**src/rtl/axis_skid_buffer_if.sv**
```systemverilog
`default_nettype none
// ============================================================================
//  Module      : axis_if
//  Description : Minimal AXI4-Stream channel (tvalid / tready / tdata) with
//                master and slave views for point-to-point stream links.
//  Revision    : 1.0 - initial release
// ============================================================================
interface axis_if #(
  parameter int TDATA_WIDTH = 32
);
  logic                   tvalid;
  logic                   tready;
  logic [TDATA_WIDTH-1:0] tdata;

  // Producer side: drives the beat, observes back-pressure.
  modport master (
    output tvalid,
    output tdata,
    input  tready
  );

  // Consumer side: observes the beat, drives back-pressure.
  modport slave (
    input  tvalid,
    input  tdata,
    output tready
  );
endinterface
`default_nettype wire

```
**src/rtl/axis_skid_buffer.sv**
```systemverilog
`default_nettype none
// ============================================================================
//  Module      : axis_skid_buffer
//  Description : Two-entry AXI4-Stream register slice that breaks the
//                backward (tready) path. Every output is a flop. OUT holds
//                the beat presented downstream; SKID catches the one beat
//                that may arrive in the cycle tready is still high while
//                downstream stalls. A synchronous invalidate flushes both.
//  Revision    : 1.0 - initial release
// ============================================================================
module axis_skid_buffer #(
  parameter int TDATA_WIDTH = 32
) (
  input  logic    clk,
  input  logic    rst_n,
  axis_if.slave   axis_sif,
  axis_if.master  axis_mif,
  input  logic    invalidate
);

  typedef enum logic [1:0] {
    EMPTY = 2'd0,   // no beats held
    BUSY  = 2'd1,   // OUT valid
    FULL  = 2'd2    // OUT and SKID valid
  } state_t;

  state_t                 state_q, state_d;
  logic [TDATA_WIDTH-1:0] out_q,   out_d;
  logic [TDATA_WIDTH-1:0] skid_q,  skid_d;
  logic                   tvalid_q, tvalid_d;
  logic                   tready_q, tready_d;

  logic                   in_hs;
  logic                   out_hs;

  // Handshakes are qualified with the registered flags so no input reaches
  // an output combinationally.
  assign in_hs  = axis_sif.tvalid & tready_q;
  assign out_hs = tvalid_q & axis_mif.tready;

  // Next-state, next-data and next-flag computation.
  always_comb begin
    state_d = state_q;
    out_d   = out_q;
    skid_d  = skid_q;

    case (state_q)
      EMPTY: begin
        if (in_hs) begin
          out_d   = axis_sif.tdata;
          state_d = BUSY;
        end
      end
      BUSY: begin
        if (in_hs && out_hs) begin
          out_d   = axis_sif.tdata;
        end else if (in_hs) begin
          skid_d  = axis_sif.tdata;
          state_d = FULL;
        end else if (out_hs) begin
          state_d = EMPTY;
        end
      end
      FULL: begin
        if (out_hs) begin
          out_d   = skid_q;
          state_d = BUSY;
        end
      end
      default: begin
        state_d = EMPTY;
      end
    endcase

    // Flush wins over everything; any beat handshaken this cycle is dropped
    // and the data registers are left as whatever they happened to load.
    if (invalidate) begin
      state_d = EMPTY;
    end

    // Output flags are pure functions of the next state so they land in
    // flops together with it.
    tvalid_d = (state_d != EMPTY);
    tready_d = (state_d != FULL);
  end

  // State, data and flag registers; async reset clears all beats.
  always_ff @(posedge clk or negedge rst_n) begin
    if (!rst_n) begin
      state_q  <= EMPTY;
      out_q    <= '0;
      skid_q   <= '0;
      tvalid_q <= 1'b0;
      tready_q <= 1'b0;
    end else begin
      state_q  <= state_d;
      out_q    <= out_d;
      skid_q   <= skid_d;
      tvalid_q <= tvalid_d;
      tready_q <= tready_d;
    end
  end

  assign axis_sif.tready = tready_q;
  assign axis_mif.tvalid = tvalid_q;
  assign axis_mif.tdata  = out_q;

endmodule
`default_nettype wire

```
**src/flat_wrapper.sv**
```systemverilog
// flat-port wrapper written by rule: the top's interface ports become plain ports
module axis_skid_buffer_flat 
#(
  parameter int TDATA_WIDTH = 32
)
  (clk, rst_n, invalidate, axis_sif_tvalid, axis_sif_tdata, axis_sif_tready, axis_mif_tvalid, axis_mif_tdata, axis_mif_tready);
  axis_if #(.TDATA_WIDTH(TDATA_WIDTH)) axis_sif_i ();
  axis_if #(.TDATA_WIDTH(TDATA_WIDTH)) axis_mif_i ();
  input  logic clk;
  input  logic rst_n;
  input  logic invalidate;
  input wire logic [$bits(axis_sif_i.tvalid)-1:0] axis_sif_tvalid;
  input wire logic [$bits(axis_sif_i.tdata)-1:0] axis_sif_tdata;
  output wire logic [$bits(axis_sif_i.tready)-1:0] axis_sif_tready;
  output wire logic [$bits(axis_mif_i.tvalid)-1:0] axis_mif_tvalid;
  output wire logic [$bits(axis_mif_i.tdata)-1:0] axis_mif_tdata;
  input wire logic [$bits(axis_mif_i.tready)-1:0] axis_mif_tready;
  assign axis_sif_i.tvalid = axis_sif_tvalid;
  assign axis_sif_i.tdata = axis_sif_tdata;
  assign axis_sif_tready = axis_sif_i.tready;
  assign axis_mif_tvalid = axis_mif_i.tvalid;
  assign axis_mif_tdata = axis_mif_i.tdata;
  assign axis_mif_i.tready = axis_mif_tready;
  axis_skid_buffer #(.TDATA_WIDTH(TDATA_WIDTH)) u_core (.clk(clk), .rst_n(rst_n), .axis_sif(axis_sif_i), .axis_mif(axis_mif_i), .invalidate(invalidate));
endmodule
```
**config.mk**
```make
export PLATFORM = sky130hd
export DESIGN_NAME = axis_skid_buffer_flat
export DESIGN_NICKNAME = d
export VERILOG_FILES = /design/src/rtl/axis_skid_buffer_if.sv /design/src/rtl/axis_skid_buffer.sv /design/src/flat_wrapper.sv
export SDC_FILE = /design/constraint.sdc
export NUM_CORES = 1
export LEC_CHECK = 0
export CAP_MARGIN = 20
export CORE_MARGIN = 10
export CORE_UTILIZATION = 50
export CTS_CLUSTER_SIZE = 40
export DETAILED_ROUTE_END_ITERATION = 16
export PLACE_DENSITY = 0.77
export REMOVE_ABC_BUFFERS = 1
export SLEW_MARGIN = 20
export SYNTH_ARGS = -nofsm -noshare
export SYNTH_HDL_FRONTEND = slang
export SYNTH_SLANG_ARGS = --single-unit
```
**constraint.sdc**
```tcl
create_clock -name clk -period 1.8 [get_ports clk]
set_clock_uncertainty 0.05 [all_clocks]
set_input_delay 0.27 -clock clk [delete_from_list [all_inputs] [get_ports clk]]
set_output_delay 0.27 -clock clk [all_outputs]
set_load 0.01 [all_outputs]
```
### After elaboration in Yosys (flattened, before gate mapping)

Cells that the tools add are included.
Widths: inputs -> output; s select.

* $add $sub $neg: 0
* multiply operators: 0
* divide/modulo/power cells: 0
* order comparisons: 0
* equal/unequal tests: 6
* shift-type cells: 0
* mux-type cells: 11
* bitwise gates (word level): 3
* reductions and logical operators: 6

Operators by type and width (count)
* $mux 32: 3
* $pmux 32 s3: 1
* $mux 2: 6
* $ne 2x1->1 const B: 3
* $pmux 2 s3: 1
* $reduce_and 4->1: 1
* $reduce_and 3->1: 1
* $reduce_bool 3->1: 1
* $and 1x1->1: 2
* $eq 2x1->1 const B: 1
* $eq 2x2->1 const B: 1
* $logic_not 2->1: 1
* $ne 2x2->1 const B: 1
* $reduce_bool 2->1: 1
* $logic_and 1x1->1: 1
* $not 1->1: 1

* register bits after elaboration: 68
* latch bits: 0
* memory bits (writable): 0
* ROM bits: 0
* output and inout bits: 34
* word-level logic and storage cells: 31
* memories kept: 0

### Depth between registers and ports, before layout

Gate-level depths: netlist (run 1).

* depth after elaboration: 7
* mapped depth: 5
* depth with buffers taken out: 3

### Least setup slack after synthesis (run 1)

No wires, ideal clock.

* kind: reg-to-reg
* from: register u_core.tvalid_q, in the netlist u_core.axis_mif.tvalid
* to: register u_core.out_q[10], in the netlist u_core.axis_mif.tdata[10]
* arrival: 1.503 ns
* data required time: 1.625 ns
* path slack: 0.122 ns
* cell stages (with the launch flop): 5
* buffers on the path: 1
* cells stage by stage: dfrtp_1 > and4_1 > a211o_4 > buf_12 > mux2_4

* word-level cells in the longest chain between the ends: 4
* elaborated cells between the ends (all ways): 5
* classes of those cells: eq/ne (2); bitwise (1); reduce/logical (2)

Ends and longest elaborated chain
* start, declared: RTL line axis_skid_buffer.sv:30 `logic tvalid_q, tvalid_d;`
* start signal, assigned: RTL line axis_skid_buffer.sv:99 `tvalid_q <= tvalid_d;`
* $and 1x1->1 *: RTL line axis_skid_buffer.sv:39 `assign out_hs = tvalid_q & axis_mif.tready;`
* $logic_and 1x1->1: RTL line axis_skid_buffer.sv:55 `if (in_hs && out_hs) begin`
* $ne 2x1->1 (no line)
* $reduce_and 4->1 (no line) *
* end signal, assigned: RTL line axis_skid_buffer.sv:97 `out_q <= out_d;`
* end, declared: RTL line axis_skid_buffer.sv:28 `logic [TDATA_WIDTH-1:0] out_q, out_d;`

Every way passes the cells marked *; elsewhere a longest branch is shown, timed or not.
A chain may end at the register's enable or synchronous reset.

### Worst setup path in the final report (run 1)

* from: register u_core.tvalid_q, in the netlist u_core.axis_mif.tvalid
* to: register u_core.out_q[30], in the netlist u_core.axis_mif.tdata[30]

The elaborated chain is that of the path after synthesis.

==> flow_summary.ini, run 1 <==
[place]
dp_hpwl_um = 4870
gp_congestion = 0.698
numPortBuffers = 70

[sta]
setup_viol = 0
layout_min_cycle_time_ps = 1690
rsz0062_at_grt = false
post-route-period-util_pct = 93.8
fmax_mhz = 592
slew_viol_final = 0
slew_headroom_pct = 61.6
holdWs_ps = 414
setup_tns_ps = 0
final_hold_viol_count = 0
worst-slew-pin-transition_ps = 576

[setup_path]
cp-end-kind = flop
reg2reg_slack_ps = 110
crit_chain = and4_1 > a211o_4 > buf_12 > mux2_4
arrival_ps = 1850
path_class = flop to flop
start_kind = flop
required_ps = 1960
slowest_delay_ps = 430
critPathBufInv = 1
slowest_stage = dfrtp_1
path_delay_family = flip-flops
crit_fanout = 13

[layout]
nFillCells = 408
fin_util_pct = 71.1
diodes = 0
drive_gt1_share_pct = 44.5
final_nets = 316
syn_to_final_growth_pct = 35.7

[global_routing]
grt_pass1_vias = 2159
antenna_found_initial = 0
grt_pass1_wl_um = 11400
grt_max_degree = 26
grt_use_total_pct = 14.3
grt_remaining_overflow = 0

[floorplanning]
die_area_um2 = 9840
io_pins = 71
core-area_um2 = 5990
fp.dieH_um = 99.2
start_util_pct = 52.4
die_w_um = 99.2
placementRows = 28

[power]
leakagePower_nw = 1.87
power_w = 0.00568
peakVddDrop_mv = 0.842
power_density_nw_per_um2 = 1330

[min_path]
worst_hold_path_type = input pin to async pin

[clock_tree]
post-cts-setup-buffers = 0
tritoncts = done
root_buffer = clkbuf_8
h-tree-depth = 3
clk_pin_slew_ps = 70
clock_sinks = 68
cts_made_buffers = 9
clock_latency_ps = 330
ctsHoldBuffers = 1
max-clock-path-buffers = 2
ctsResizeCount = 0

[route]
via_per_inst = 5.30
wl_per_cell_um = 18.9
antenna_left = 0
drtIter0Drc = 72
wl_met2_um = 3130
m1WireLength_um = 3170
finalWirelength_um = 6760
top_layer = met4
dr_wl_met3_um = 399
dr.pass1.iters = 4
drc = 0
vias = 1899

[yosys]
synth_compound_area_share_pct = 2.35
ys_seq_area_share_pct = 54.2
synth-xor-area-share_pct = 0
synth_fa_ha_area_share_pct = 0
netlist_area_um2 = 3140
yosys.area_share.simple_pct = 2.23
synth_cell_types = 22
syn_area_per_cell_um2 = 16.2
ys_ff_latch = 68
synthMuxAreaShare_pct = 38.0
yosysWarningCount = 0
netlist_instances = 194
synth_top_family_by_area = multiplexers

[status]
status = finished, final reports clean

[job]
cap_viol_max_count = 0
Yosys cell counts:
master,count,area [µm²]
o32ai_1,1,8.76
and4bb_1,1,12.5
inv_1,1,3.75
and3b_1,1,8.76
a221oi_1,1,8.76
and2_1,1,6.26
a211o_4,1,17.5
and4_1,1,8.76
mux2_4,30,450
or2_2,1,6.26
a221o_1,1,10.0
o21ai_0,1,5.00
nand2_1,3,11.3
a31oi_1,1,6.26
nand2b_1,1,6.26
buf_2,7,35.0
a21boi_0,1,7.51
a21oi_1,2,10.0
and4b_1,1,10.0
mux2_2,66,743
buf_12,3,60.1
dfrtp_1,68,1700
power breakdown:
| group | leakage, nW | total (W) | internal [W] | switching, W |
|---|---|---|---|---|
| logic | 0.960 | 0.00191 | 0.00129 | 0.000618 |
| registers | 0.804 | 0.00248 | 0.00214 | 0.000342 |
| clock network | 0.103 | 0.00129 | 0.000749 | 0.000542 |
| total | 1.87 | 0.00568 | 0.00418 | 0.00150 |
layout by cell type (no fill, tap or decap), types with 2 or more instances in the layout:
master            n
mux2_2           66
a21oi_1           2
buf_12            9
clkdlybuf4s50_1  69
nand2_1           3
dfrtp_1          68
clkbuf_8         12
clkbuf_1          2
buf_4             4
mux2_4           30
per-stage QoR:
step                      cells  setup slack [ps]  area [µm²]
after floorplan             184              -294        3040
after detailed placement    342              -217        4050
after global placement      342              -183        4050
after global routing        358              65.5        4260
final                       358               111        4260
after CTS                   358               101        4260
registers in the layout, indices dropped and copies added, names as in the netlist:
signal                  cells
u_core.axis_mif.tdata      32
u_core.skid_q              32
u_core.state_q              2
u_core.axis_mif.tvalid      1
u_core.axis_sif.tready      1
worst register-to-register path, stage by stage (launching register included):
cell     delay (ps)
dfrtp_1         430
and4_1          240
a211o_4         380
buf_12          170
mux2_4          310
kinds of logic (layout without fill, tap and decap cells):
logic type | count (synthesis) | after routing
AND/OR/NAND/NOR | 10 | 10
flip-flops | 68 | 68
AO/OA/AOI/OAI | 9 | 9
multiplexers | 96 | 96
buffers and inverters | 11 | 100
per-layer routing:
layer	global-route usage [%]	vias to the layer above
met5	0	-
met4	5.29	0
met3	4.50	6
met2	21.6	50
met1	18.6	967
li1	-	876
final timing paths:
kind                                             start                   endpoint  cells after the start
worst max register to register  u_core.axis_mif.tvalid  u_core.axis_mif.tdata[30]                      4
worst min register to register       u_core.skid_q[27]          u_core.skid_q[27]                      1
max in group asynchronous                        rst_n          u_core.skid_q[24]                      3
worst max-delay path            u_core.axis_mif.tvalid  u_core.axis_mif.tdata[30]                      4
worst min-delay path                             rst_n          u_core.skid_q[18]                      2
min in group clk                     u_core.skid_q[27]          u_core.skid_q[27]                      1
layout make-up:
class / count / area, µm² / share of cell area, %
sequential: 68 / 1700 / 40.0
multi-input combinational: 115 / 1340 / 31.5
timing repair buffer: 84 / 916 / 21.5
clock buffer: 14 / 173 / 4.06
tap: 75 / 93.8 / 2.20
clock inverter: 1 / 30.0 / 0.705
inverter: 1 / 3.75 / 0.0882
Power figures use the tool's default switching activity.
==> inputs of run 2 (changes only) <==
--- a/config.mk
+++ b/config.mk
@@ -6,10 +6,9 @@
 export NUM_CORES = 1
 export LEC_CHECK = 0
-export CAP_MARGIN = 20
 export CORE_MARGIN = 10
 export CORE_UTILIZATION = 50
 export CTS_CLUSTER_SIZE = 40
 export DETAILED_ROUTE_END_ITERATION = 16
-export PLACE_DENSITY = 0.77
+export PLACE_DENSITY_LB_ADDON = 0.05
 export REMOVE_ABC_BUFFERS = 1
 export SLEW_MARGIN = 20
==> constraint.sdc (replaced) <==
create_clock -name clk -period 1.8 [get_ports clk]
set_clock_uncertainty 0.05 [all_clocks]
set_input_delay 0.36 -clock clk [delete_from_list [all_inputs] [get_ports clk]]
set_output_delay 0.36 -clock clk [all_outputs]
set_load 0.01 [all_outputs]
==> run 2 against run 1 <==
Against the previous run:
- final area shrank 0.91%
- clock power grew 5%
- setup slack lost 87 ps
- worst hold slack gained 38 ps
- count of clock-buffer cells in the layout shrank 2
- sequential power is essentially flat
- largest cell class unchanged
- largest power group unchanged
==> flow_summary.ini, run 2 (same netlist as run 1, synthesis figures left out) <==
[place]
dp_hpwl_um = 4510
pre_cts_ws_ps = -308
gp_congestion = 0.835
dpl_cell_area_um2 = 3990
numPortBuffers = 70
dp.cells = 340

[sta]
post-route-period-util_pct = 98.7
setup_tns_ps = 0
layout_min_cycle_time_ps = 1780
fmax_mhz = 563
slew_viol_final = 0
final_hold_viol_count = 0
setup_ws_ps = 23.5
slew_headroom_pct = 75.9
setup_viol = 0
worst-slew-pin-transition_ps = 362
rsz0062_at_grt = false

[setup_path]
reg2reg_slack_ps = 110
required_ps = 1970
cp-end-kind = flop
arrival_ps = 1950
start_kind = input pin
path_class = input pin to flop
crit_fanout = 25

[clock_tree]
root_buffer = clkbuf_8
clk_pin_slew_ps = 70
post-cts-setup-buffers = 0
clock_sinks = 68
clock_latency_ps = 330
h-tree-depth = 3
max-clock-path-buffers = 2
cts_made_buffers = 9
tritoncts = done

[layout]
final_nets = 314
nFillCells = 399
syn_to_final_growth_pct = 34.4
most-common-layout-cells = clkdlybuf4s50_1, dfrtp_1, mux2_2, mux2_4, clkbuf_8
fin_util_pct = 70.4
drive_gt1_share_pct = 44.3
final_cell_area_um2 = 4220
fin_cells = 357
diodes = 0
seqCellArea_um2 = 1700
multi_input_area_um2 = 1340

[route]
wl_per_cell_um = 17.9
dr.pass1.iters = 4
drtIter0Drc = 41
finalWirelength_um = 6380
drc = 0
via_per_inst = 5.28
vias = 1884
antenna_left = 0

[floorplanning]
die_area_um2 = 9840
fp.dieH_um = 99.2
core-area_um2 = 5990
placementRows = 28
start_util_pct = 52.4
die_w_um = 99.2
io_pins = 71

[status]
status = finished, final reports clean

[power]
peakVddDrop_mv = 0.958
power_density_nw_per_um2 = 1350
leakagePower_nw = 1.85

[global_routing]
grt_max_degree = 69
antenna_found_initial = 0
grt_pass1_vias = 2153
grt_use_total_pct = 13.6
grt_pass1_wl_um = 10800
grt_remaining_overflow = 0

[min_path]
worst_hold_path_type = flop to flop

[job]
cap_viol_max_count = 0
## run 2: area by class of cell
class | instances | share of cell area, %
sequential | 68 | 40.3
multi-input combinational | 115 | 31.8
timing repair buffer | 82 | 20.4
clock buffer | 12 | 3.44
tap | 75 | 2.22
clock inverter | 4 | 1.72
inverter | 1 | 0.0890
## run 2: repair_timing
item                       4_1_cts  5_1_grt
setup endpoints to repair        1        0
gates resized for setup          1        0
hold endpoints to repair        49        0
hold buffers                     1        0
## run 2: layer usage
| layer | track usage (%) | wire, µm | up-vias |
|---|---|---|---|
| li1 | - | - | 874 |
| met1 | 16.3 | 2820 | 946 |
| met2 | 21.0 | 2970 | 55 |
| met3 | 6.09 | 504 | 9 |
| met4 | 4.96 | 85 | 0 |
| met5 | 0 | 0 | - |
## run 2: power breakdown
group	internal, W	switching [W]
clock network	0.000817	0.000541
registers	0.00214	0.000324
logic	0.00126	0.000603
## run 2: metrics by stage
step                power (W)  hold WS, ps
floorplan             0.00346         14.4
global placement      0.00432          363
detailed placement    0.00438          359
CTS                   0.00578          456
global route          0.00603          471
finish                0.00569          452
## run 2: worst paths after layout
check	from	endpoint	depth (start not counted)
min in group asynchronous	rst_n	u_core.axis_sif.tready	3
max	axis_sif_tvalid	u_core.axis_mif.tdata[23]	5
max in group asynchronous	rst_n	u_core.axis_mif.tdata[22]	3
min	u_core.skid_q[24]	u_core.skid_q[24]	1
min reg2reg	u_core.skid_q[24]	u_core.skid_q[24]	1
max reg2reg	u_core.state_q[1]	u_core.axis_mif.tdata[23]	4
## run 2: critical path, cell delays in order
cell,delay (ps)
clkdlybuf4s50_1,480
and4_1,240
a211o_4,360
buf_12,180
mux2_4,310
==> inputs of run 3 (changes only) <==
- CORE_MARGIN: 10 -> default
- SLEW_MARGIN: 20 -> 10
==> run 3 against run 2 <==
Against the previous run:
- register-to-register slack barely moved
- via count fell by 1.2%
- non-clock buffer count rose by 2
- first-iteration DRC count rose by 120%
- worst hold slack got worse by 1.0 ps
==> flow_summary.ini, run 3 (same netlist as run 1, synthesis figures left out) <==
[floorplanning]
die_area_um2 = 6600
fp.dieH_um = 81.2
start_util_pct = 52.4
die_w_um = 81.2
io_pins = 71
placementRows = 28
core-area_um2 = 5990

[sta]
rsz0062_at_grt = false
layout_min_cycle_time_ps = 1750
final_hold_viol_count = 0
post-route-period-util_pct = 97.3
slew_viol_final = 0
worst-slew-pin-transition_ps = 359
fmax_mhz = 571
setup_viol = 0
setup_tns_ps = 0
slew_headroom_pct = 76.1

[place]
dp.cells = 342
numPortBuffers = 70
dp_hpwl_um = 3780
gp_congestion = 0.731
dpl_cell_area_um2 = 4020

[clock_tree]
tritoncts = done
h-tree-depth = 3
root_buffer = clkbuf_8
cts_made_buffers = 9
max-clock-path-buffers = 2
clk_pin_slew_ps = 70
clock_latency_ps = 330
clock_sinks = 68

[global_routing]
antenna_found_initial = 0
grt_use_total_pct = 19.0
grt_pass1_wl_um = 9030
grt_max_degree = 69
grt_pass1_vias = 1779
grt_remaining_overflow = 0

[setup_path]
path_class = input pin to flop
slowest_delay_ps = 470
cp-end-kind = flop
critPathBufInv = 2
r2r_end = u_core.axis_mif.tdata[12]
start_kind = input pin
startpoint = axis_sif_tvalid
required_ps = 1960
reg2reg_depth = 4
crit_chain = clkdlybuf4s50_1 > and4_1 > a211o_4 > buf_12 > mux2_4
arrival_ps = 1910
rr_startpoint = u_core.axis_mif.tvalid
crit_fanout = 16
path_depth = 5
slowest_stage = clkdlybuf4s50_1
path_delay_family = buffers and inverters
reg2reg_slack_ps = 100

[power]
power_density_nw_per_um2 = 1330
peakVddDrop_mv = 0.764
leakagePower_nw = 1.87
power_w = 0.00567

[route]
via_per_inst = 5.19
dr.pass1.iters = 4
wl_per_cell_um = 15.9
drtIter0Drc = 92
vias = 1862
finalWirelength_um = 5700
antenna_left = 0
drc = 0

[layout]
syn_to_final_growth_pct = 35.3
fin_util_pct = 70.9
most-common-layout-cells = clkdlybuf4s50_1, dfrtp_1, mux2_2, mux2_4, clkbuf_8
final_nets = 316
drive_gt1_share_pct = 45.1
fin_cells = 359
final_cell_area_um2 = 4250
final_common_cell = clkdlybuf4s50_1
diodes = 0

[job]
cap_viol_max_count = 0

[min_path]
hold_start = u_core.skid_q[6]
worst_hold_path_type = flop to flop
whs_path_depth = 1
min_to = u_core.skid_q[6]

[status]
status = finished, final reports clean
[run 3: changes by cell type in the layout (fill, tap and decap cells not counted), sizes merged]
cell           delta
clkdlybuf4s50     +1
buf               +2
dlygate4sd2       -1
clkinv            +2
clkinvlp          -1
clkbuf            -1
[run 3: power by group]
group / internal [W] / leakage, nW / switching [W] / total (W)
sequential: 0.00214 / 0.804 / 0.000320 / 0.00246
clock: 0.000811 / 0.113 / 0.000535 / 0.00135
combinational: 0.00128 / 0.951 / 0.000581 / 0.00186
[run 3: how the worst max path moves through the flow]
stage / slack (ps) / end
global placement: -250 / u_core.axis_mif.tdata[25]
finish: 50 / u_core.axis_mif.tdata[12]
detailed placement: -290 / u_core.axis_mif.tdata[25]
CTS: 50 / u_core.skid_q[28]
global route: 0.8 / u_core.skid_q[15]
floorplan: -290 / u_core.axis_mif.tdata[0]
[run 3: stage by stage]
step           hold slack (ps)  setup slack [ps]
4_1_cts                    455              53.7
6_report                   451              48.1
2_1_floorplan             14.4              -294
3_3_place_gp               363              -254
3_5_place_dp               360              -286
5_1_grt                    460             0.751
[run 3: timing repair]
item	in CTS	in global routing
endpoints found under the setup margin	0	3
endpoints found under the hold margin	23	0
setup buffers	0	0
resized for setup	0	0
hold buffers	1	0
[run 3: layer usage]
metal	part of all wire [%]	track usage [%]
met1	48	26.7
met3	4.3	4.27
met5	0	0
met4	1.2	9.64
met2	47	27.5
[run 3: cell type report]
| cell class | instances | area, µm² |
|---|---|---|
| inverters | 1 | 3.75 |
| fillers | 441 | 1740 |
| repair buffers | 84 | 891 |
| clock buffers | 11 | 141 |
| multi-input cells | 115 | 1340 |
| well taps | 75 | 93.8 |
| flip-flops and latches | 68 | 1700 |
| clock inverters | 5 | 75.1 |
